[src/rtl/i2s_receiver.sv]
// I2S receiver: recovers left/right words from WS + serial data on the bit clock, publishes stereo frames.
// Latency: frame outputs update one edge after the right slot's last bit; no backpressure, frames are never stalled.
module i2s_receiver #(
  parameter int DATA_WIDTH = 24,
  parameter int SLOT_WIDTH = 32,
  localparam int CNT_W = $clog2(2 * SLOT_WIDTH)
) (
  input  logic                  serial_clk,
  input  logic                  reset,
  input  logic                  word_select,
  input  logic                  sound_bit_in,
  output logic [DATA_WIDTH-1:0] left_sample,
  output logic [DATA_WIDTH-1:0] right_sample,
  output logic                  sample_valid,
  output logic                  frame_error,
  output logic                  locked,
  output logic [CNT_W-1:0]      bit_counter
);

  typedef enum logic [1:0] {
    ST_SEEK  = 2'd0,
    ST_LEFT  = 2'd1,
    ST_RIGHT = 2'd2
  } state_t;

  localparam logic [CNT_W-1:0] LAST_IDX   = CNT_W'(SLOT_WIDTH - 1);
  localparam logic [CNT_W-1:0] RIGHT_BASE = CNT_W'(SLOT_WIDTH);

  state_t                r_state;
  logic                  r_ws_q;
  logic [CNT_W-1:0]      r_edge_cnt;
  logic [DATA_WIDTH-1:0] r_left_shift;
  logic [DATA_WIDTH-1:0] r_right_shift;
  logic [DATA_WIDTH-1:0] r_left_sample;
  logic [DATA_WIDTH-1:0] r_right_sample;
  logic                  r_sample_valid;
  logic                  r_frame_error;
  logic                  r_locked;
  logic [CNT_W-1:0]      r_bit_counter;

  logic                  w_ws_edge;
  logic                  w_slot_done;
  logic                  w_in_slot;
  logic                  w_error;
  logic                  w_capture;
  logic                  w_relock;
  logic [DATA_WIDTH-1:0] w_left_next;
  logic [DATA_WIDTH-1:0] w_right_next;

  assign w_ws_edge   = (word_select != r_ws_q);
  // The bit sampled at every locked edge has slot index r_edge_cnt, including the WS-edge edge.
  assign w_slot_done = (r_edge_cnt == LAST_IDX);
  assign w_in_slot   = (r_state == ST_LEFT) || (r_state == ST_RIGHT);
  // Either WS moved early (short slot) or it failed to move on the last bit (long slot / stuck WS).
  assign w_error     = w_in_slot && (w_ws_edge != w_slot_done);
  assign w_capture   = w_in_slot && !w_error && (int'(r_edge_cnt) < DATA_WIDTH);
  assign w_relock    = w_ws_edge && !word_select;

  assign w_left_next  = (w_capture && (r_state == ST_LEFT))
                      ? {r_left_shift[DATA_WIDTH-2:0], sound_bit_in} : r_left_shift;
  assign w_right_next = (w_capture && (r_state == ST_RIGHT))
                      ? {r_right_shift[DATA_WIDTH-2:0], sound_bit_in} : r_right_shift;

  always_ff @(posedge serial_clk) begin
    if (!reset) begin
      r_state        <= ST_SEEK;
      r_ws_q         <= word_select;
      r_edge_cnt     <= '0;
      r_left_shift   <= '0;
      r_right_shift  <= '0;
      r_left_sample  <= '0;
      r_right_sample <= '0;
      r_sample_valid <= 1'b0;
      r_frame_error  <= 1'b0;
      r_locked       <= 1'b0;
      r_bit_counter  <= '0;
    end else begin
      r_ws_q         <= word_select;
      r_sample_valid <= 1'b0;
      r_frame_error  <= 1'b0;
      r_left_shift   <= w_left_next;
      r_right_shift  <= w_right_next;
      case (r_state)
        ST_SEEK: begin
          r_locked      <= 1'b0;
          r_bit_counter <= '0;
          r_edge_cnt    <= '0;
          if (w_relock) begin
            r_state <= ST_LEFT;
          end
        end
        ST_LEFT, ST_RIGHT: begin
          if (w_error) begin
            r_frame_error <= 1'b1;
            r_locked      <= 1'b0;
            r_bit_counter <= '0;
            r_edge_cnt    <= '0;
            r_state       <= w_relock ? ST_LEFT : ST_SEEK;
          end else begin
            r_locked      <= 1'b1;
            r_bit_counter <= ((r_state == ST_RIGHT) ? RIGHT_BASE : '0) + r_edge_cnt;
            if (w_ws_edge) begin
              r_edge_cnt <= '0;
              if (r_state == ST_LEFT) begin
                r_state <= ST_RIGHT;
              end else begin
                // Right slot closed at full length: both halves of this frame are complete.
                r_state        <= ST_LEFT;
                r_left_sample  <= r_left_shift;
                r_right_sample <= w_right_next;
                r_sample_valid <= 1'b1;
              end
            end else begin
              r_edge_cnt <= r_edge_cnt + CNT_W'(1);
            end
          end
        end
        default: begin
          r_state <= ST_SEEK;
        end
      endcase
    end
  end

  assign left_sample  = r_left_sample;
  assign right_sample = r_right_sample;
  assign sample_valid = r_sample_valid;
  assign frame_error  = r_frame_error;
  assign locked       = r_locked;
  assign bit_counter  = r_bit_counter;

endmodule
[config.mk]
export PLATFORM = sky130hd
export DESIGN_NAME = i2s_receiver
export DESIGN_NICKNAME = d
export VERILOG_FILES = /design/src/rtl/i2s_receiver.sv
export SDC_FILE = /design/constraint.sdc
export NUM_CORES = 1
export LEC_CHECK = 0
export CORE_ASPECT_RATIO = 2
export CORE_UTILIZATION = 35
export CTS_BUF_LIST = sky130_fd_sc_hd__clkbuf_8 sky130_fd_sc_hd__clkbuf_16
export DETAILED_ROUTE_END_ITERATION = 8
export PLACE_DENSITY = 0.62
export SLEW_MARGIN = 20
export SYNTH_ARGS = -nofsm -noshare
export SYNTH_HDL_FRONTEND = slang
export SYNTH_SLANG_ARGS = --single-unit
[constraint.sdc]
create_clock -name serial_clk -period 3 [get_ports serial_clk]
set_input_delay 0.45 -clock serial_clk [delete_from_list [all_inputs] [get_ports serial_clk]]
set_output_delay 0.45 -clock serial_clk [all_outputs]
set_load 0.05 [all_outputs]
==> results of run 1 <==
[flip-flops by register name (all words and copies together), names as in the netlist]
signal and flops:
left_sample 24, r_left_shift 24, r_right_shift 24, right_sample 24, bit_counter 6, r_edge_cnt 6, r_state 2, frame_error 1
locked 1, r_ws_q 1, sample_valid 1
[worst min-delay path, cell delays in order, from the launching register on]
cell      delay [ns]
dfxtp_1         0.30
nand2_1         0.05
a21boi_1        0.05
[layout make-up]
| type | count | area [µm²] | share of cell area, % |
|---|---|---|---|
| clock buffer | 18 | 439 | 7.71 |
| clock inverter | 14 | 235 | 4.13 |
| inverter | 3 | 11.3 | 0.198 |
| multi-input combinational | 310 | 1890 | 33.1 |
| sequential | 114 | 2280 | 40.1 |
| tap | 147 | 184 | 3.23 |
| timing repair buffer | 67 | 661 | 11.6 |
[power groups by stage]
stage          logic (mW)  registers (mW)  clock network [mW]
2_1_floorplan       0.163            1.59                   0
3_3_place_gp        0.223            1.57                   0
3_5_place_dp        0.230            1.58                   0
4_1_cts             0.231            1.54                2.33
5_1_grt             0.252            1.55                2.39
6_report            0.229            1.54                2.28
[layout by cell type (no fill, tap or decap), types with 2 or more instances in the layout]
cell / count
dfxtp_1: 114
nand2_1: 103
clkdlybuf4s50_1: 59
nor2b_1: 27
a21boi_0: 26
a21oi_1: 26
a21boi_1: 25
mux2i_1: 25
o21ai_0: 25
clkbuf_16: 17
nor2_1: 7
a22o_1: 6
ha_1: 6
bufinv_16: 6
buf_4: 6
inv_1: 3
xor2_1: 3
clkinvlp_4: 3
clkinv_2: 3
nand3_1: 2
nand3b_1: 2
and3_1: 2
or3_1: 2
xnor2_1: 2
and2_1: 2
a21bo_2: 2
and4_1: 2
clkinv_4: 2
[worst max-delay path by stage]
stage,endpoint,from,slack [ns]
after floorplan,r_state[0],word_select,1.13
after global placement,left_sample[17],word_select,0.54
after detailed placement,left_sample[10],word_select,0.46
after CTS,left_sample[10],word_select,0.89
after global routing,left_sample[11],word_select,0.67
final,left_sample[10],word_select,0.88
[metrics by stage]
stage	instances	utilization [%]	worst slack, ns	power (mW)
floorplan	462	-	1.13	1.75
global placement	641	41.4	0.541	1.80
detailed placement	641	41.4	0.462	1.81
CTS	673	47.0	0.885	4.10
global route	673	47.0	0.674	4.19
finish	673	47.0	0.881	4.05
[cells by family after synthesis]
group | Yosys count | share of synthesized area [%]
AO/OA/AOI/OAI | 116 | 17.6
flip-flops | 114 | 52.4
buffers and inverters | 38 | 4.37
XOR/XNOR | 5 | 1.01
adder cells (fa/ha/maj) | 6 | 1.72
multiplexers | 25 | 5.74
AND/OR/NAND/NOR | 158 | 17.1
[per-layer routing]
metal  track usage [%]  wire length, µm  vias to the layer above
met4              7.95              217                        0
met1              14.9             3600                     1539
met5                 0                0                        -
li1                  -                -                     1655
met3              3.83              241                       17
met2              27.3             4810                       55
==> impl_metrics.py, run 1 <==
metrics = {
    "status": {
        "outcome": "finished clean",
    },
    "setup_path": {
        "crit_fanout": 24,
        "cp.depth": 8,
        "startpoint_type": "primary input",
        "reg2reg_from": "r_state[0]",
        "path_cells": "clkdlybuf4s50_1, inv_1, ha_1, nor3b_1, and3_2, buf_4, nand2_1, a21boi_0",
        "cp.arrival_ns": 2.45,
        "cp-end-kind": "flop",
        "cp_num_buf_inv": 3,
        "r2r_slack_ns": 0.96,
        "worstRegToRegCells": 7,
        "slowest_stage": "clkdlybuf4s50_1",
        "timing_worst_setup_path_type": "in2reg",
        "crit_required_ns": 3.33,
        "reg2reg_to": "left_sample[10]",
        "slowest_delay_ns": 0.47,
        "crit_family": "buffers and inverters",
    },
    "global_route": {
        "grt_pass1_wl_um": 14900,
        "grt_pass1_vias": 3226,
        "grtUsageTotal_pct": 15.0,
        "grt_max_degree": 59,
        "antenna_found_initial": 0,
        "overflow": 0,
    },
    "power_and_ir_drop": {
        "power_density_mw_per_mm2": 711,
        "power_frac_seq_pct": 38.1,
        "pwr-share-comb_pct": 5.7,
        "vdd_drop_max_v": 0.000416,
        "clkPwrFrac_pct": 56.3,
        "p_leak_nw": 2.16,
        "p_int_mw": 3.19,
        "netSwitchingFraction_pct": 21.2,
        "p_switching_mw": 0.860,
    },
    "synthesis": {
        "ys_seq_area_share_pct": 52.4,
        "yosysMostFrequentCell": "dfxtp_1",
        "async_flop_share_pct": 0,
        "synthDistinctLibCells": 41,
        "yosysWarnings": 0,
        "syn_area_mm2": 0.00436,
        "netlist_top_cells_count": "dfxtp_1, nand2_1, nor2b_1",
        "syn_avg_cell_area_um2": 9.43,
        "synth_nets": 472,
        "yosys_register_bits": 114,
        "syn_inst": 462,
        "synth_edf_count": 0,
        "synthFlopType": "dfxtp_1",
        "yosysTopAreaCell": "dfxtp_1",
        "synth_top_area_share_pct": 52.4,
        "synth.area.top_cells": "dfxtp_1, nand2_1, mux2i_1",
    },
    "die": {
        "initial_core_util_pct": 35.9,
        "io_pins": 61,
        "core_area_mm2": 0.0121,
        "dieArea_mm2": 0.0129,
        "die_h_um": 160,
        "die_w_um": 80.9,
        "rows": 57,
    },
    "place": {
        "place_congestion": 0.793,
        "placed_area_mm2": 0.00502,
        "hpwl_um": 5830,
        "io_buffers": 60,
    },
    "detailed_routing": {
        "drt-initial-drc-count": 58,
        "num_vias": 3266,
        "ant_nets": 0,
        "routedWlPerCell_um": 13.2,
        "via_per_inst": 4.85,
        "wirelength_um": 8870,
        "drc": 0,
        "dr.pass1.iters": 4,
    },
    "sta": {
        "finalCritPeriodShare_pct": 70.6,
        "rsz0062_at_grt": "false",
        "setup-tns-final_ns": 0,
        "worst_pin_slew_ns": 0.724,
        "fin_worst_skew_ns": 0.00566,
        "hold_viol": 0,
        "slew_violations": 0,
        "min_period_ns": 2.12,
        "hold_ws_ns": 0.453,
        "setup_viol": 0,
        "slew_headroom_pct": 51.7,
        "max_clock_freq_mhz": 472,
    },
    "clock_network": {
        "htreeDepth": 4,
        "clock_path_buffers": 2,
        "post_cts_resized": 0,
        "numCtsBuffers": 17,
        "clkSinkCount": 114,
        "clkTransAtPathRegs_ns": 0.06,
        "post_cts_buffers": 0,
        "cts_tree": "built",
        "cts_root_buf": "clkbuf_16",
        "cts_hold_buf": 0,
        "clk_latency_ns": 0.40,
    },
    "job": {
        "maxCapViolCount": 0,
    },
    "final_layout": {
        "fin_area_mm2": 0.00570,
        "fin_nets": 523,
        "fillers": 1160,
        "area_growth_pct": 30.8,
        "n_antenna_cell": 0,
        "drive_above_1_share_pct": 9.32,
    },
    "min_path": {
        "worst_hold_path.endpoint": "left_sample[16]",
        "hold_path.class": "reg2reg",
        "worstHoldPathCells": 2,
        "min_from": "left_sample[16]",
    },
}
Note: power is estimated with default switching activity, not from simulation.
==> run 2, diff against run 1 <==
--- a/config.mk
+++ b/config.mk
@@ -9,7 +9,7 @@
 export CORE_UTILIZATION = 35
 export CTS_BUF_LIST = sky130_fd_sc_hd__clkbuf_8 sky130_fd_sc_hd__clkbuf_16
 export DETAILED_ROUTE_END_ITERATION = 8
-export PLACE_DENSITY = 0.62
+export PLACE_DENSITY = 0.64
 export SLEW_MARGIN = 20
 export SYNTH_ARGS = -nofsm -noshare
 export SYNTH_HDL_FRONTEND = slang
==> constraint.sdc (replaced) <==
create_clock -name serial_clk -period 1.83 [get_ports serial_clk]
set_input_delay 0.2745 -clock serial_clk [delete_from_list [all_inputs] [get_ports serial_clk]]
set_output_delay 0.2745 -clock serial_clk [all_outputs]
set_load 0.05 [all_outputs]
==> impl_metrics.py, run 2 (synthesis gave the netlist of run 1 again) <==
metrics = {
    "clock_network": {
        "clk_latency_ns": 0.40,
        "clkTransAtPathRegs_ns": 0.05,
        "clock_path_buffers": 2,
        "post_cts_buffers": 0,
        "numCtsBuffers": 17,
        "cts_tree": "built",
        "clkSinkCount": 114,
        "htreeDepth": 4,
        "cts_root_buf": "clkbuf_16",
        "cts_hold_buf": 0,
    },
    "detailed_routing": {
        "via_per_inst": 4.91,
        "wl_met3_um": 284,
        "drt-initial-drc-count": 109,
        "wl_met1_um": 3680,
        "top_layer": "met4",
        "dr.pass1.iters": 4,
        "ant_nets": 0,
        "routedWlPerCell_um": 13.6,
        "num_vias": 3362,
        "wirelength_um": 9310,
        "drc": 0,
        "dr_wl_met2_um": 5100,
    },
    "setup_path": {
        "slowest_delay_ns": 0.80,
        "startpoint_type": "flop",
        "r2r_slack_ns": 0.07,
        "slowest_stage": "clkdlybuf4s50_1",
        "crit_family": "buffers and inverters",
        "cp.depth": 1,
        "crit_required_ns": 1.56,
        "timing_worst_setup_path_type": "reg2out",
        "cp_num_buf_inv": 1,
        "path_cells": "clkdlybuf4s50_1",
        "cp-end-kind": "output pin",
        "worstRegToRegCells": 7,
        "cp.arrival_ns": 1.51,
        "crit_fanout": 2,
    },
    "place": {
        "place_congestion": 0.816,
        "hpwl_um": 6400,
        "placed_area_mm2": 0.00516,
        "io_buffers": 60,
    },
    "die": {
        "die_h_um": 160,
        "die_w_um": 80.9,
        "dieArea_mm2": 0.0129,
        "initial_core_util_pct": 35.9,
        "core_area_mm2": 0.0121,
        "rows": 57,
        "io_pins": 61,
    },
    "sta": {
        "hold_viol": 0,
        "slew_headroom_pct": 65.8,
        "max_clock_freq_mhz": 560,
        "min_period_ns": 1.79,
        "fin_worst_skew_ns": 0.00689,
        "worst_pin_slew_ns": 0.513,
        "setup_viol": 0,
        "setup-tns-final_ns": 0,
        "finalCritPeriodShare_pct": 97.5,
        "slew_violations": 0,
    },
    "final_layout": {
        "n_antenna_cell": 0,
        "fin_nets": 536,
        "final_common_cell": "dfxtp_1",
        "fillers": 1182,
        "area_growth_pct": 33.6,
        "drive_above_1_share_pct": 13.4,
        "final_cell_mix": "dfxtp_1, nand2_1, nor2b_1, a21boi_0, a21oi_1",
        "fin_area_mm2": 0.00582,
        "final_util_pct": 48.0,
    },
    "power_and_ir_drop": {
        "p_int_mw": 4.90,
        "power_density_mw_per_mm2": 1080,
        "netSwitchingFraction_pct": 22.0,
        "p_leak_nw": 2.81,
        "vdd_drop_max_v": 0.000811,
        "power_frac_seq_pct": 40.2,
        "clkPwrFrac_pct": 52.0,
        "p_switching_mw": 1.38,
        "pwr-share-comb_pct": 7.8,
        "total_power_mw": 6.28,
    },
    "global_route": {
        "grt_pass1_vias": 3451,
        "grt_max_degree": 71,
        "grt_pass1_wl_um": 15800,
        "antenna_found_initial": 0,
        "grtUsageTotal_pct": 15.9,
        "overflow": 0,
    },
    "min_path": {
        "hold_path.class": "in2reg",
        "worstHoldPathCells": 2,
    },
    "status": {
        "outcome": "finished clean",
    },
    "job": {
        "maxCapViolCount": 0,
    },
}
[run 2: cell count changes in the layout (fill, tap and decap cells not counted), moves of 4 or more]
cell | before | now
buf_12 | 1 | 6
buf_4 | 6 | 22
bufinv_16 | 6 | 2
clkbuf_8 | 1 | 5
clkdlybuf4s50_1 | 59 | 3
dlygate4sd2_1 | 0 | 23
dlymetal6s2s_1 | 0 | 25
[run 2: path summary, 6_finish.rpt]
check | start | end
min reg2reg | left_sample[3] | left_sample[3]
max reg2reg | r_state[1] | r_state[0]
min | reset | r_state[1]
max | right_sample[19] | right_sample[19]
[run 2: cell type report]
cell class | count | area (µm²) | share of cell area (%)
Sequential cell | 114 | 2280 | 39.2
Multi-Input combinational cell | 310 | 1910 | 32.8
Timing Repair Buffer | 80 | 835 | 14.3
Clock buffer | 22 | 494 | 8.49
Tap cell | 147 | 184 | 3.16
Clock inverter | 9 | 105 | 1.81
Inverter | 3 | 11.3 | 0.193
[run 2: power by group through the flow]
stage,sequential [mW],combinational (mW),clock (mW)
final,2.52,0.490,3.26
after global routing,2.52,0.539,3.45
after detailed placement,2.57,0.474,0
after CTS,2.52,0.476,3.34
after global placement,2.57,0.464,0
after floorplan,2.60,0.267,0
[run 2: repair_timing]
action / in CTS / in global routing
gates cloned: 0 / 0
gates resized for setup: 24 / 30
setup endpoints to repair: 24 / 66
[run 2: metrics by stage]
| step | instances | setup slack (ns) | hold WS [ns] |
|---|---|---|---|
| 5_1_grt | 685 | -0.00694 | 0.317 |
| 3_5_place_dp | 654 | -0.345 | 0.450 |
| 2_1_floorplan | 462 | 0.0137 | 0.302 |
| 4_1_cts | 685 | 0.00000366 | 0.304 |
| 3_3_place_gp | 654 | -0.302 | 0.447 |
| 6_report | 685 | 0.0450 | 0.318 |
[run 2: metal layers]
metal | vias up | global-route usage (%)
li1 | 1683 | -
met1 | 1605 | 16.2
met2 | 59 | 28.2
met3 | 15 | 5.09
met4 | 0 | 7.06
met5 | - | 0
[run 2: worst reg2reg max path, stage by stage, from the launching register on]
cell      delay (ns)
dfxtp_2         0.35
inv_1           0.06
ha_1            0.29
buf_4           0.17
nand2_2         0.10
a21oi_4         0.04
or4b_1          0.52
o211ai_2        0.16
==> edit 1 (config.mk and constraints of run 1) <==
Re-encode `state_t` (3 states) as one-hot, 3 bits wide.
--- a/src/rtl/i2s_receiver.sv
+++ b/src/rtl/i2s_receiver.sv
@@ -17,10 +17,10 @@
   output logic [CNT_W-1:0]      bit_counter
 );
 
-  typedef enum logic [1:0] {
-    ST_SEEK  = 2'd0,
-    ST_LEFT  = 2'd1,
-    ST_RIGHT = 2'd2
+  typedef enum logic [2:0] {
+    ST_SEEK  = 3'b001,
+    ST_LEFT  = 3'b010,
+    ST_RIGHT = 3'b100
   } state_t;
 
   localparam logic [CNT_W-1:0] LAST_IDX   = CNT_W'(SLOT_WIDTH - 1);
Behaviour: no difference found for any inputs over 10 cycles, from zero or initial values and one cycle with reset low; not proved beyond that.
==> edit 1 against run 1 <==
  * First-iteration DRC count rose to 2.6 times the old value
  * Wire length up 3.3%
  * Largest cell class unchanged
  * Sequential share of layout area up 1.3 points
  * Cell area down 2.2%
  * Via count up 0.70%
  * Critical path type unchanged
  * Final cell count down 1.8%
  * Sequential cell count up 1
  * Critical endpoint is now right_sample[22]
  * Setup slack worse by 0.058 ns
  * Synthesized area down 1.0%
Power is not compared: it rests on default switching activity, and its combinational part moved more than twofold at a synthesized area within 25%.
==> edit 1: results (changes against run 1) <==
Timing
  – Clock skew: 0.00993 ns (+0.00427 ns)
  – Slew HR: 51.3% (-0.45 points)

Critical path
  – R2R setup slack: 0.85 ns (-0.11 ns)
  – CP Max Fanout: 24 (unchanged)
  – Crit path DAT: 2.42 ns (-0.03 ns)
  – Reg2reg start: r_state[2]

Yosys
  – Syn Nets: 456 (-3.4%)
  – Seq/Total Area, Yosys: 53.4% (+1.0 points)
  – Commonest cells in the netlist: dfxtp_1, nor2_1, nand2_1, mux2i_1, a21oi_1
  – Largest cells by area after synthesis: dfxtp_1, mux2i_1, nor2_1
  – Synth cell types: 46 (+12%)
  – Synth warn: 0 (unchanged)

CTS
  – CTS Sinks: 115 (+0.88%)
  – # H-tree levels: 4 (unchanged)
  – Post-CTS setup buffers: 0 (unchanged)
  – Post-CTS Hold Fix Bufs: 0 (unchanged)
  – Clk slew on worst S/H paths: 0.05 ns

Routing
  – Drt first pass iters: 4 (unchanged)
  – Via count: 3289 (+0.70%)
  – DR iter-0 viols: 152 (+160%)
  – WL per Instance: 13.9 microns (+5.2%)

Finish
  – Share of cells above drive strength 1: 8.56% (-0.76 points)
  – Number of fill cells: 1157 (-0.26%)
  – Antenna cell count: 0 (unchanged)
  – Final net count: 510 (-2.5%)

GRT
  – Vias in the first global route: 3178 (-1.5%)
  – First-pass GRT wire length: 15100 microns (+1.3%)
  – GRT Util Overall: 15.3% (+0.24 points)
  – Pin count of the biggest net entering global routing: 76 (+29%)

Power and ir drop
  – Peak supply drop: 402 uV

Hold path
  – Hold Path Origin: left_sample[21]
  – Worst min-delay path category: flip-flop to flip-flop

Placement
  – IO buf count: 60 (unchanged)
  – Dpl hpwl: 6170 microns (+5.9%)
  – GPL Wtd Cong: 0.894 (+13%)

Run status
  – Status: finished clean
edit 1: cell types whose count changed after synthesis, sizes merged, moves of 4 or more:
cell	before	now
buf	19	14
a21boi	51	1
nor3	0	6
nor2	7	79
o21ai	26	6
nand4	2	7
mux2i	25	50
ha	6	2
nor2b	27	1
a211oi	1	25
nand2	103	53
edit 1: worst max-delay path: stages:
cell and delay, ns:
clkdlybuf4s50_1 0.47, inv_1 0.05, ha_1 0.41, nand4_4 0.52, mux2i_1 0.40, a211oi_1 0.11
edit 1: kinds of logic after synthesis:
logic type | after synthesis | synth area share (%)
simple gates | 162 | 16.5
flops | 115 | 53.4
compound gates | 79 | 12.7
mux | 50 | 11.6
buf+inv | 38 | 4.41
xor+xnor | 4 | 0.812
fa+ha+maj | 2 | 0.580
edit 1: metrics by stage:
step                      setup WS [ns]  power [mW]  instances  hold WS (ns)  area [sq um]
after global placement            0.409        1.67        632         0.442          5000
after global routing              0.661        3.69        661         0.470          5570
final                             0.823        3.57        661         0.451          5570
after floorplan                    1.01        1.65        450         0.432          4310
after CTS                         0.788        3.61        661         0.456          5570
after detailed placement          0.377        1.67        632         0.447          5000
edit 1: metal layers:
| layer | wire [microns] | part of all wire [%] | up-vias | track usage, % |
|---|---|---|---|---|
| met5 | 0 | 0 | - | 0 |
| met3 | 331 | 3.6 | 20 | 4.01 |
| li1 | - | - | 1655 | - |
| met2 | 4970 | 54 | 67 | 26.7 |
| met1 | 3630 | 40 | 1547 | 16.1 |
| met4 | 235 | 2.6 | 0 | 8.36 |
edit 1: worst paths after layout:
kind                                         end  depth (start not counted)
worst max register to register  right_sample[22]                          4
worst min register to register   left_sample[21]                          2
worst min-delay path             left_sample[21]                          2
worst max-delay path            right_sample[22]                          6
edit 1: final cells by class:
| class | count | share of cell area, % |
|---|---|---|
| Timing Repair Buffer | 67 | 11.9 |
| Sequential cell | 115 | 41.3 |
| Multi-Input combinational cell | 297 | 32.7 |
| Clock inverter | 7 | 1.48 |
| Tap cell | 147 | 3.30 |
| Inverter | 6 | 0.404 |
| Clock buffer | 22 | 8.87 |
edit 1: power breakdown:
part	internal, mW	switching [mW]	leakage [nW]
registers	1.53	0.0136	0.926
clock network	1.31	0.629	0.296
logic	0.0293	0.0607	1.05
==> edit 2 (config.mk and constraints of run 1) <==
Without the edit above. Change the parameter `SLOT_WIDTH` from 32 to 16.
--- a/src/rtl/i2s_receiver.sv
+++ b/src/rtl/i2s_receiver.sv
@@ -2,7 +2,7 @@
 // Latency: frame outputs update one edge after the right slot's last bit; no backpressure, frames are never stalled.
 module i2s_receiver #(
   parameter int DATA_WIDTH = 24,
-  parameter int SLOT_WIDTH = 32,
+  parameter int SLOT_WIDTH = 16,
   localparam int CNT_W = $clog2(2 * SLOT_WIDTH)
 ) (
   input  logic                  serial_clk,
Interface: changed (resized bit_counter); port bits go from 61 to 60. The function was not compared with the original's and may differ.
==> edit 2 against run 1 <==
  * Combinational power is 36% higher
  * First-iteration DRC count grew to 4.3 times the old value
  * Cell area is 5.4% lower
  * Final cell count is 0.89% higher
  * Register-to-register slack worse by 0.23 ns
  * Sequential cell count is 2 lower
  * Synthesized area is 1.0% higher
  * Setup slack worse by 0.15 ns
  * Critical path depth is 3 lower
  * Sequential share of layout area is 1.5 points higher
  * Total power is 26% lower
  * Wire length is 21% higher
  * Largest cell class unchanged
  * Highest routed layer unchanged
==> edit 2: results (changes against run 1) <==
Run status
  – Status: finished clean

Power and ir drop
  – Leak: 1.71 nW (-21%)
  – Peak supply drop: 336 uV (-19%)
  – Power per Cell Area: 553 nW/um^2 (-22%)

Routing
  – Average via count per standard cell: 5.67 (+17%)
  – Drt total wl: 10700 microns (+21%)
  – DR iter-0 viols: 248 (+330%)

Yosys
  – Synth cell types: 33 (-20%)
  – Syn Nets: 508 (+7.6%)
  – Syn_area_per_cell: 8.86 sq um (-6.1%)
  – Seq/Total Area, Yosys: 50.9% (-1.4 points)
  – Largest cells by area after synthesis: dfxtp_1, a21oi_1, o31ai_1

Placement
  – GPL Wtd Cong: 0.806 (+1.6%)
  – IO buf count: 59 (-1.7%)
  – Worst Setup Slack post-DPL: 0.453 ns (-0.00951 ns)
  – Placed cell count: 663 (+3.4%)

Critical path
  – Worst R2R Path Depth: 5 (-2)
  – End of the worst register-to-register path: r_left_shift[16]
  – Critical Path Source Type: flip-flop

CTS
  – TritonCTS Buffers: 9 (-8)
  – # H-tree levels: 3 (-1)
  – Worst skew pair latency: 0.35 ns (-0.05 ns)

Finish
  – Final net count: 538 (+2.9%)
  – Fin cells: 679 (+0.89%)

Timing
  – Worst hold slack: 0.453 ns (+0.000539 ns)
  – Fin crit share: 75.5% (+4.9 points)
  – Clock skew: 0.0105 ns (+0.00481 ns)
  – Worst Tran Pin Value: 0.882 ns (+0.158 ns)

GRT
  – Pin count of the biggest net entering global routing: 56 (-5.1%)
  – First-pass GRT wire length: 17500 microns (+18%)
  – GRT Util Overall: 17.1% (+2.0 points)
  – Vias in the first global route: 3673 (+14%)

Hold path
  – Hold Path Origin: left_sample[1]
==> edit 2: cell count changes after synthesis, moves of 6 or more <==
| cell | run 1 | this run |
|---|---|---|
| a21boi_1 | 25 | 0 |
| mux2i_1 | 25 | 1 |
| a31oi_1 | 0 | 24 |
| nand4_1 | 1 | 48 |
| clkbuf_1 | 15 | 40 |
| a22o_1 | 6 | 0 |
| nand2_1 | 103 | 55 |
| o31ai_1 | 0 | 48 |
| a21oi_1 | 26 | 74 |
| nor2b_1 | 27 | 3 |
| a21boi_0 | 26 | 0 |
==> edit 2: final cells by class <==
class                   count  share of cell area [%]
inverters                   5                   0.348
repair buffers             73                    13.4
clock buffers               9                    4.18
clock inverters             7                    1.14
flip-flops and latches    112                    41.6
multi-input cells         326                    36.0
well taps                 147                    3.41
==> edit 2: cell families after synthesis <==
| kind of cell | after synthesis | share of synthesized area (%) |
|---|---|---|
| buf+inv | 59 | 5.43 |
| flops | 112 | 50.9 |
| mux | 2 | 0.483 |
| compound gates | 180 | 24.6 |
| fa+ha+maj | 7 | 1.99 |
| simple gates | 131 | 15.2 |
| xor+xnor | 6 | 1.36 |
==> edit 2: per-layer routing <==
layer / vias up / part of all wire [%] / global-route usage, % / wire, microns
met1: 1858 / 41 / 19.7 / 4430
met4: 0 / 1.8 / 7.55 / 193
li1: 1891 / - / - / -
met3: 10 / 3.5 / 3.18 / 370
met2: 92 / 53 / 29.5 / 5720
met5: - / 0 / 0 / 0
==> edit 2: where the power goes <==
part,switching (mW),internal (mW),total (mW)
combinational,0.227,0.0844,0.311
sequential,0.0142,1.50,1.52
clock,0.577,0.580,1.16
==> edit 2: critical path, stage by stage (launching register included) <==
cell	delay, ns
dfxtp_1	0.39
inv_1	0.08
ha_1	0.48
nand2_1	0.58
o31ai_1	0.47
a21oi_1	0.11
